===== src/rtl/wb_sram_responder.sv =====
// Wishbone slave that terminates single outstanding host accesses onto one port of a
// single-port SRAM macro; out-of-range addresses are answered with a bus error.
module wb_sram_responder #(
  parameter int unsigned ADDRESS_WIDTH = 9,
  parameter int unsigned READ_LATENCY  = 1
) (
  input  logic                     wb_clk_i,
  input  logic                     wb_rst_i,
  input  logic                     wb_cyc_i,
  input  logic                     wb_stb_i,
  input  logic                     wb_we_i,
  input  logic [3:0]               wb_sel_i,
  input  logic [31:0]              wb_data_i,
  input  logic [27:0]              wb_adr_i,
  output logic                     wb_ack_o,
  output logic                     wb_stall_o,
  output logic                     wb_error_o,
  output logic [31:0]              wb_data_o,
  output logic                     sram_csb0,
  output logic                     sram_web0,
  output logic [3:0]               sram_wmask0,
  output logic [ADDRESS_WIDTH-1:0] sram_addr0,
  output logic [31:0]              sram_din0,
  input  logic [31:0]              sram_dout0
);

  typedef enum logic [2:0] {StIdle, StWrite, StReadWait, StRespond, StError} state_e;

  state_e                   r_state;
  logic [1:0]               r_cnt;
  logic                     r_ack;
  logic                     r_err;
  logic                     r_stall;
  logic                     r_csb;
  logic                     r_web;
  logic [3:0]               r_wmask;
  logic [ADDRESS_WIDTH-1:0] r_addr;
  logic [31:0]              r_din;
  logic [31:0]              r_data;

  logic                     w_req;
  logic                     w_oor;
  logic [ADDRESS_WIDTH-1:0] w_word;

  assign w_req  = wb_cyc_i & wb_stb_i;
  // Any address bit above the word index makes the access out of range (no aliasing).
  assign w_oor  = |(wb_adr_i >> (ADDRESS_WIDTH + 2));
  assign w_word = wb_adr_i[ADDRESS_WIDTH+1:2];

  always_ff @(posedge wb_clk_i) begin
    if (wb_rst_i) begin
      r_state <= StIdle;
      r_cnt   <= 2'd0;
      r_ack   <= 1'b0;
      r_err   <= 1'b0;
      r_stall <= 1'b0;
      r_csb   <= 1'b1;
      r_web   <= 1'b1;
      r_wmask <= 4'd0;
      r_addr  <= '0;
      r_din   <= 32'd0;
      r_data  <= 32'd0;
    end else begin
      // Strobes and the SRAM command are single-cycle unless re-asserted below.
      r_ack <= 1'b0;
      r_err <= 1'b0;
      r_csb <= 1'b1;
      r_web <= 1'b1;
      unique case (r_state)
        StIdle: begin
          if (w_req) begin
            r_stall <= 1'b1;
            if (w_oor) begin
              r_state <= StError;
              r_err   <= 1'b1;
            end else if (wb_we_i) begin
              r_state <= StWrite;
              r_ack   <= 1'b1;
              r_csb   <= 1'b0;
              r_web   <= 1'b0;
              r_addr  <= w_word;
              r_din   <= wb_data_i;
              r_wmask <= wb_sel_i;
            end else begin
              r_state <= StReadWait;
              r_csb   <= 1'b0;
              r_addr  <= w_word;
              r_cnt   <= 2'(READ_LATENCY);
            end
          end
        end
        StReadWait: begin
          if (!wb_cyc_i) begin
            // Master abandoned the cycle: drop the pending capture and response.
            r_state <= StIdle;
            r_stall <= 1'b0;
          end else if (r_cnt == 2'd0) begin
            r_data  <= sram_dout0;
            r_ack   <= 1'b1;
            r_state <= StRespond;
          end else begin
            r_cnt <= r_cnt - 2'd1;
          end
        end
        StWrite, StRespond, StError: begin
          r_state <= StIdle;
          r_stall <= 1'b0;
        end
        default: begin
          r_state <= StIdle;
          r_stall <= 1'b0;
        end
      endcase
    end
  end

  assign wb_ack_o    = r_ack;
  assign wb_error_o  = r_err;
  assign wb_stall_o  = r_stall;
  assign wb_data_o   = r_data;
  assign sram_csb0   = r_csb;
  assign sram_web0   = r_web;
  assign sram_wmask0 = r_wmask;
  assign sram_addr0  = r_addr;
  assign sram_din0   = r_din;

endmodule


===== config.mk =====
export PLATFORM = sky130hd
export DESIGN_NAME = wb_sram_responder
export DESIGN_NICKNAME = d
export VERILOG_FILES = /design/src/rtl/wb_sram_responder.sv
export SDC_FILE = /design/constraint.sdc
export NUM_CORES = 1
export LEC_CHECK = 0
export CORE_MARGIN = 2
export CORE_UTILIZATION = 39
export CTS_BUF_LIST = sky130_fd_sc_hd__clkbuf_4
export CTS_CLUSTER_DIAMETER = 150
export DETAILED_ROUTE_END_ITERATION = 12
export PLACE_DENSITY = 0.79
export RECOVER_POWER = 50
export SYNTH_ARGS = -nofsm -noshare
export SYNTH_HDL_FRONTEND = slang
export SYNTH_SLANG_ARGS = --single-unit

===== constraint.sdc =====
create_clock -name wb_clk_i -period 2.1 [get_ports wb_clk_i]
set_input_delay 0.21 -clock wb_clk_i [delete_from_list [all_inputs] [get_ports wb_clk_i]]
set_output_delay 0.21 -clock wb_clk_i [all_outputs]
set_load 0.1 [all_outputs]

==> results.cfg, run 1 <==
[power_and_ir_drop]
combPwrFrac_pct = 8.2
ir_worst_vdd_mv = 0.317
intPower_mw = 2.56
clkPwrFrac_pct = 40.1
p_seq_share_pct = 51.7
p_total_mw = 3.20
leakagePower_nw = 1.87
power_density_nw_per_um2 = 638
swShare_pct = 20.0
power_switching_mw = 0.639

[finish]
stdcell_area_um2 = 5020
drive_gt1_share_pct = 19.2
layout_common_cells = 96 x clkdlybuf4s50_1, 87 x dfxtp_1, 83 x a21oi_1
synthToLayoutAreaGrowth_pct = 50.6
final_nets = 675
final_common_cell = clkdlybuf4s50_1
antenna_cells = 0

[synthesis]
synthAdderAreaFrac_pct = 0.375
ys_async_sr_fraction_pct = 0
synth_xor_area_share_pct = 0
synth_flop_cell = dfxtp_1
synth-edff-count = 0
synth_area_um2 = 3330
ys_ff_latch = 87
syn_nets = 513
synth_compound_area_share_pct = 20.5
seq_area_frac_synth_pct = 52.3
yosysWarningCount = 0
synth-simple-area-share_pct = 21.5
syn_avg_cell_area_um2 = 8.11
synthMuxAreaShare_pct = 0
syn_inst = 411
yosysUniqueCellTypes = 29
synth_top_family_by_area = simple AND/OR/NAND/NOR gates

[cts]
path_clk_slew_ns = 0.14
ctsHtreeMaxLevel = 3
cts_root_buf = clkbuf_4
cts_buffer_depth = 2
cts.sinks = 87
hold_buffers = 0
numCtsBuffers = 9
post_cts_resized = 0
cts_setup_buffers = 0
tritoncts = built
clock_latency_ns = 0.41

[floorplan]
row_count = 33
core_um2 = 8260
pin_count = 183
initial_core_util_pct = 40.4
fp.dieH_um = 96.5
die_area_um2 = 9300
fp.dieW_um = 96.5

[global_route]
gr-usage-all-layers_pct = 20.6
grt_pass1_vias = 3254
grt_max_degree = 61
grt_pass1_wl_um = 15200
gr-total-overflow = 0
antenna_found_initial = 0

[setup_path]
cp-start-kind = input port
worst_r2r_endpoint = sram_din0[10]$_SDFFE_PP0P_
ff2ff_setup_slack_ns = 0.43
critPathArrivalTime_ns = 1.99
regToRegStartpoint = r_state[1]$_SDFFE_PP0P_
cp_max_fo = 44
crit_path_start = wb_adr_i[12]
end_kind = register
worstRegToRegCells = 5
cp.required_ns = 2.39
crit_type = input port to register
crit_path_end = sram_addr0[6]$_SDFFE_PP0P_

[sta]
drv_slew = 0
timing.final.crit_share_pct = 80.7
setup_viol = 0
rsz0062_at_grt = false
fmax_mhz = 590
hold_viol = 0
max_slew.worst_pin.slew_ns = 0.562
setup_tns_ns = 0
fin_crit_ns = 1.69
layout_setup_ws_ns = 0.405
hold_slack_ns = 0.253
clock_skew_ns = 0.0171
slew_headroom_pct = 62.7

[run]
drv_cap = 0

[drt]
wire_per_inst_um = 14.4
via_per_inst = 5.16
drt-total-wl_um = 9810
drtIter0Drc = 147
drtAntennaViolNets = 0
vias = 3527
drc_errors = 0
drt_pass1_iterations = 5

[place]
gp_congestion = 0.798
dp_hpwl_um = 7110
pre_cts_ws_ns = 0.0886
portBuffers = 180
placedInstanceArea_um2 = 5020

[status]
status = finished clean

[min_path]
hp-class = input port to register
[cell type report]
cell class | instances | area [um^2]
Clock buffer | 10 | 75.1
Clock inverter | 6 | 133
Fill cell | 793 | 3240
Inverter | 4 | 15.0
Multi-Input combinational cell | 281 | 1410
Sequential cell | 87 | 1740
Tap cell | 105 | 131
Timing Repair Buffer | 190 | 1510
[critical path: stages]
cell and delay (ns):
dlygate4sd3_1 0.54, nor4_1 0.37, nand3_1 0.23, buf_4 0.32, o21ai_0 0.23, a21oi_1 0.08
[synthesized netlist by cell type (all sizes together) (4+ instances only)]
cell / number / area share (%)
dfxtp: 87 / 52
clkbuf: 28 / 3.2
a21oi: 83 / 12
nand3: 38 / 5.7
nand2: 69 / 7.8
buf: 11 / 1.8
inv: 4 / 0.45
and2: 4 / 0.75
nor3: 6 / 0.90
nor4: 4 / 1.2
nand4: 13 / 2.4
o21ai: 47 / 7.1
[per-layer routing]
metal	global-route usage, %	part of all wire, %	up-vias
met2	35.4	48	149
met3	7.76	11	2
met5	0	0	-
li1	-	-	1765
met1	24.5	41	1611
met4	5.05	0.13	0
[how the worst min path moves through the flow]
| stage | cells after the start | endpoint | slack [ns] | start |
|---|---|---|---|---|
| 3_5_place_dp | 2 | wb_data_o[24]$_SDFFE_PP0P_ | 0.45 | wb_data_o[24]$_SDFFE_PP0P_ |
| 3_3_place_gp | 2 | wb_data_o[23]$_SDFFE_PP0P_ | 0.44 | wb_data_o[23]$_SDFFE_PP0P_ |
| 6_report | 2 | sram_wmask0[3]$_SDFFE_PP0P_ | 0.25 | wb_rst_i |
| 4_1_cts | 2 | sram_wmask0[3]$_SDFFE_PP0P_ | 0.20 | wb_rst_i |
| 2_1_floorplan | 1 | sram_web0$_SDFF_PP1_ | 0.27 | wb_we_i |
| 5_1_grt | 2 | sram_wmask0[3]$_SDFFE_PP0P_ | 0.23 | wb_rst_i |
[kinds of logic after synthesis]
| group | count (synthesis) |
|---|---|
| buffers and inverters | 43 |
| adder cells (fa/ha/maj) | 1 |
| AO/OA/AOI/OAI | 134 |
| flip-flops | 87 |
| AND/OR/NAND/NOR | 146 |
[sequential cells by signal, indices dropped and copies added (netlist names), 2 cells and up]
register	flops
r_state	3
sram_addr0	9
sram_din0	32
sram_wmask0	4
r_cnt	2
wb_data_o	32
[per-stage QoR]
step	std cells	utilization, %
6_report	683	60.8
5_1_grt	683	60.8
4_1_cts	683	63.3
3_5_place_dp	667	60.8
3_3_place_gp	667	60.8
2_1_floorplan	411	-
[power by group through the flow]
stage	logic (mW)	clock network [mW]	registers, mW
3_5_place_dp	0.263	0	1.69
3_3_place_gp	0.262	0	1.69
5_1_grt	0.282	1.40	1.66
2_1_floorplan	0.0458	0	1.71
4_1_cts	0.265	1.34	1.66
6_report	0.262	1.28	1.66
Power figures use the tool's default switching activity.
==> inputs of run 2 (changes only) <==
--- a/config.mk
+++ b/config.mk
@@ -6,11 +6,11 @@
 export NUM_CORES = 1
 export LEC_CHECK = 0
 export CORE_MARGIN = 2
-export CORE_UTILIZATION = 39
+export CORE_UTILIZATION = 36
 export CTS_BUF_LIST = sky130_fd_sc_hd__clkbuf_4
 export CTS_CLUSTER_DIAMETER = 150
 export DETAILED_ROUTE_END_ITERATION = 12
-export PLACE_DENSITY = 0.79
+export PLACE_DENSITY = 0.76
 export RECOVER_POWER = 50
 export SYNTH_ARGS = -nofsm -noshare
 export SYNTH_HDL_FRONTEND = slang
==> constraint.sdc (replaced) <==
create_clock -name wb_clk_i -period 1.4 [get_ports wb_clk_i]
set_input_delay 0.14 -clock wb_clk_i [delete_from_list [all_inputs] [get_ports wb_clk_i]]
set_output_delay 0.14 -clock wb_clk_i [all_outputs]
set_load 0.1 [all_outputs]
==> results.cfg, run 2 (synthesized netlist as in run 1, its figures left out) <==
[status]
status = finished, violations left
violations = setup timing

[global_route]
antenna_found_initial = 0
grt_max_degree = 45
grt_pass1_wl_um = 17900
gr-usage-all-layers_pct = 22.3
gr-total-overflow = 0
grt_pass1_vias = 3617

[drt]
drtIter0Drc = 112
drc_errors = 0
via_per_inst = 5.26
drt_pass1_iterations = 4
drtAntennaViolNets = 0
drt-total-wl_um = 11900
wire_per_inst_um = 16.8
vias = 3741

[power_and_ir_drop]
ir_worst_vdd_mv = 0.466
leakagePower_nw = 2.15
power_density_nw_per_um2 = 730

[cts]
ctsHtreeMaxLevel = 3
cts_root_buf = clkbuf_4
numCtsBuffers = 9
cts_buffer_depth = 2
path_clk_slew_ns = 0.13
cts.sinks = 87
clock_latency_ns = 0.43
tritoncts = built

[setup_path]
crit_buf_inv = 1
cp.required_ns = 1.76
cp_slowest_cell = dfxtp_2
end_kind = register
crit_path_max_incr_delay_ns = 0.39
ff2ff_setup_slack_ns = -0.15
crit_path_start = r_state[0]$_SDFFE_PP0P_
crit_type = register to register
critPathArrivalTime_ns = 1.91
cp-start-kind = register
cp_max_fo = 18
cp_cell_sequence = nor4b_4 > and4_4 > clkbuf_16 > nand3_1 > a21oi_1
regToRegStartpoint = r_state[0]$_SDFFE_PP0P_
cp_top_family = simple AND/OR/NAND/NOR gates

[sta]
setup_tns_ns = -4.20
drv_slew = 0
fin_crit_ns = 1.55
layout_setup_ws_ns = -0.147
fmax_mhz = 646
max_slew.worst_pin.slew_ns = 0.472
timing.final.crit_share_pct = 111
slew_headroom_pct = 68.5
rsz0062_at_grt = true
clock_skew_ns = 0.0215
setup_viol = 48
hold_viol = 0

[floorplan]
pin_count = 183
fp.dieW_um = 100
core_um2 = 9110
row_count = 35
fp.dieH_um = 100
die_area_um2 = 10000
initial_core_util_pct = 36.6

[place]
post-place-cells = 687
gp_congestion = 0.927
portBuffers = 180
dp_hpwl_um = 8130

[finish]
layout_common_cells = 97 x clkdlybuf4s50_1, 83 x dfxtp_1, 81 x a21oi_1
drive_gt1_share_pct = 24.5
synthToLayoutAreaGrowth_pct = 80.2
final_nets = 697
fin_cells = 711
final_common_cell = clkdlybuf4s50_1
antenna_cells = 0

[min_path]
hp-class = input port to register
min_from = wb_rst_i

[run]
drv_cap = 0
run 2: worst paths after layout:
path / depth (start not counted) / to
hold / removal: 3 / wb_stall_o$_SDFFE_PP0P_
setup reg to reg: 5 / sram_din0[15]$_SDFFE_PP0P_
setup / recovery: 5 / sram_din0[15]$_SDFFE_PP0P_
hold reg to reg: 2 / wb_data_o[21]$_SDFFE_PP0P_
run 2: worst min-delay path: stages:
cell and delay [ns]:
buf_2 0.11, nor3_1 0.07, nor2b_1 0.14
run 2: area by class of cell:
class | count | area (um^2)
clock inverters | 7 | 77.6
well taps | 111 | 139
repair buffers | 212 | 2500
clock buffers | 9 | 67.6
inverters | 4 | 15.0
fillers | 739 | 3100
flip-flops and latches | 87 | 1750
multi-input cells | 281 | 1460
run 2: what timing repair did:
action                     in CTS  in global routing
setup buffers                   3                  0
gates resized for setup        13                 12
gates cloned                    2                  3
hold buffers                    0                  0
pin swaps                       3                 13
setup endpoints to repair      80                 81
run 2: stage by stage:
step	cell area (um^2)	worst slack [ns]	util (%)	total power [mW]	hold WS, ns
global route	6010	-0.220	65.9	4.59	0.0513
CTS	6420	-0.138	70.5	4.43	0.0509
finish	6010	-0.147	65.9	4.38	0.0832
global placement	6170	-0.427	67.7	2.96	0.466
floorplan	3370	-0.0261	-	2.63	0.202
detailed placement	6170	-0.542	67.7	2.97	0.483
run 2: power breakdown:
part	leakage [nW]	switching, mW	internal [mW]
Clock	0.0773	0.901	0.563
Sequential	0.703	0.00524	2.48
Combinational	1.37	0.147	0.286
Total	2.15	1.05	3.33
run 2: metal layers:
layer	track usage [%]	share of wire, %	vias to the layer above
li1	-	-	1804
met1	26.9	40	1750
met2	37.5	49	172
met3	7.52	9.2	15
met4	7.48	1.4	0
met5	0	0	-
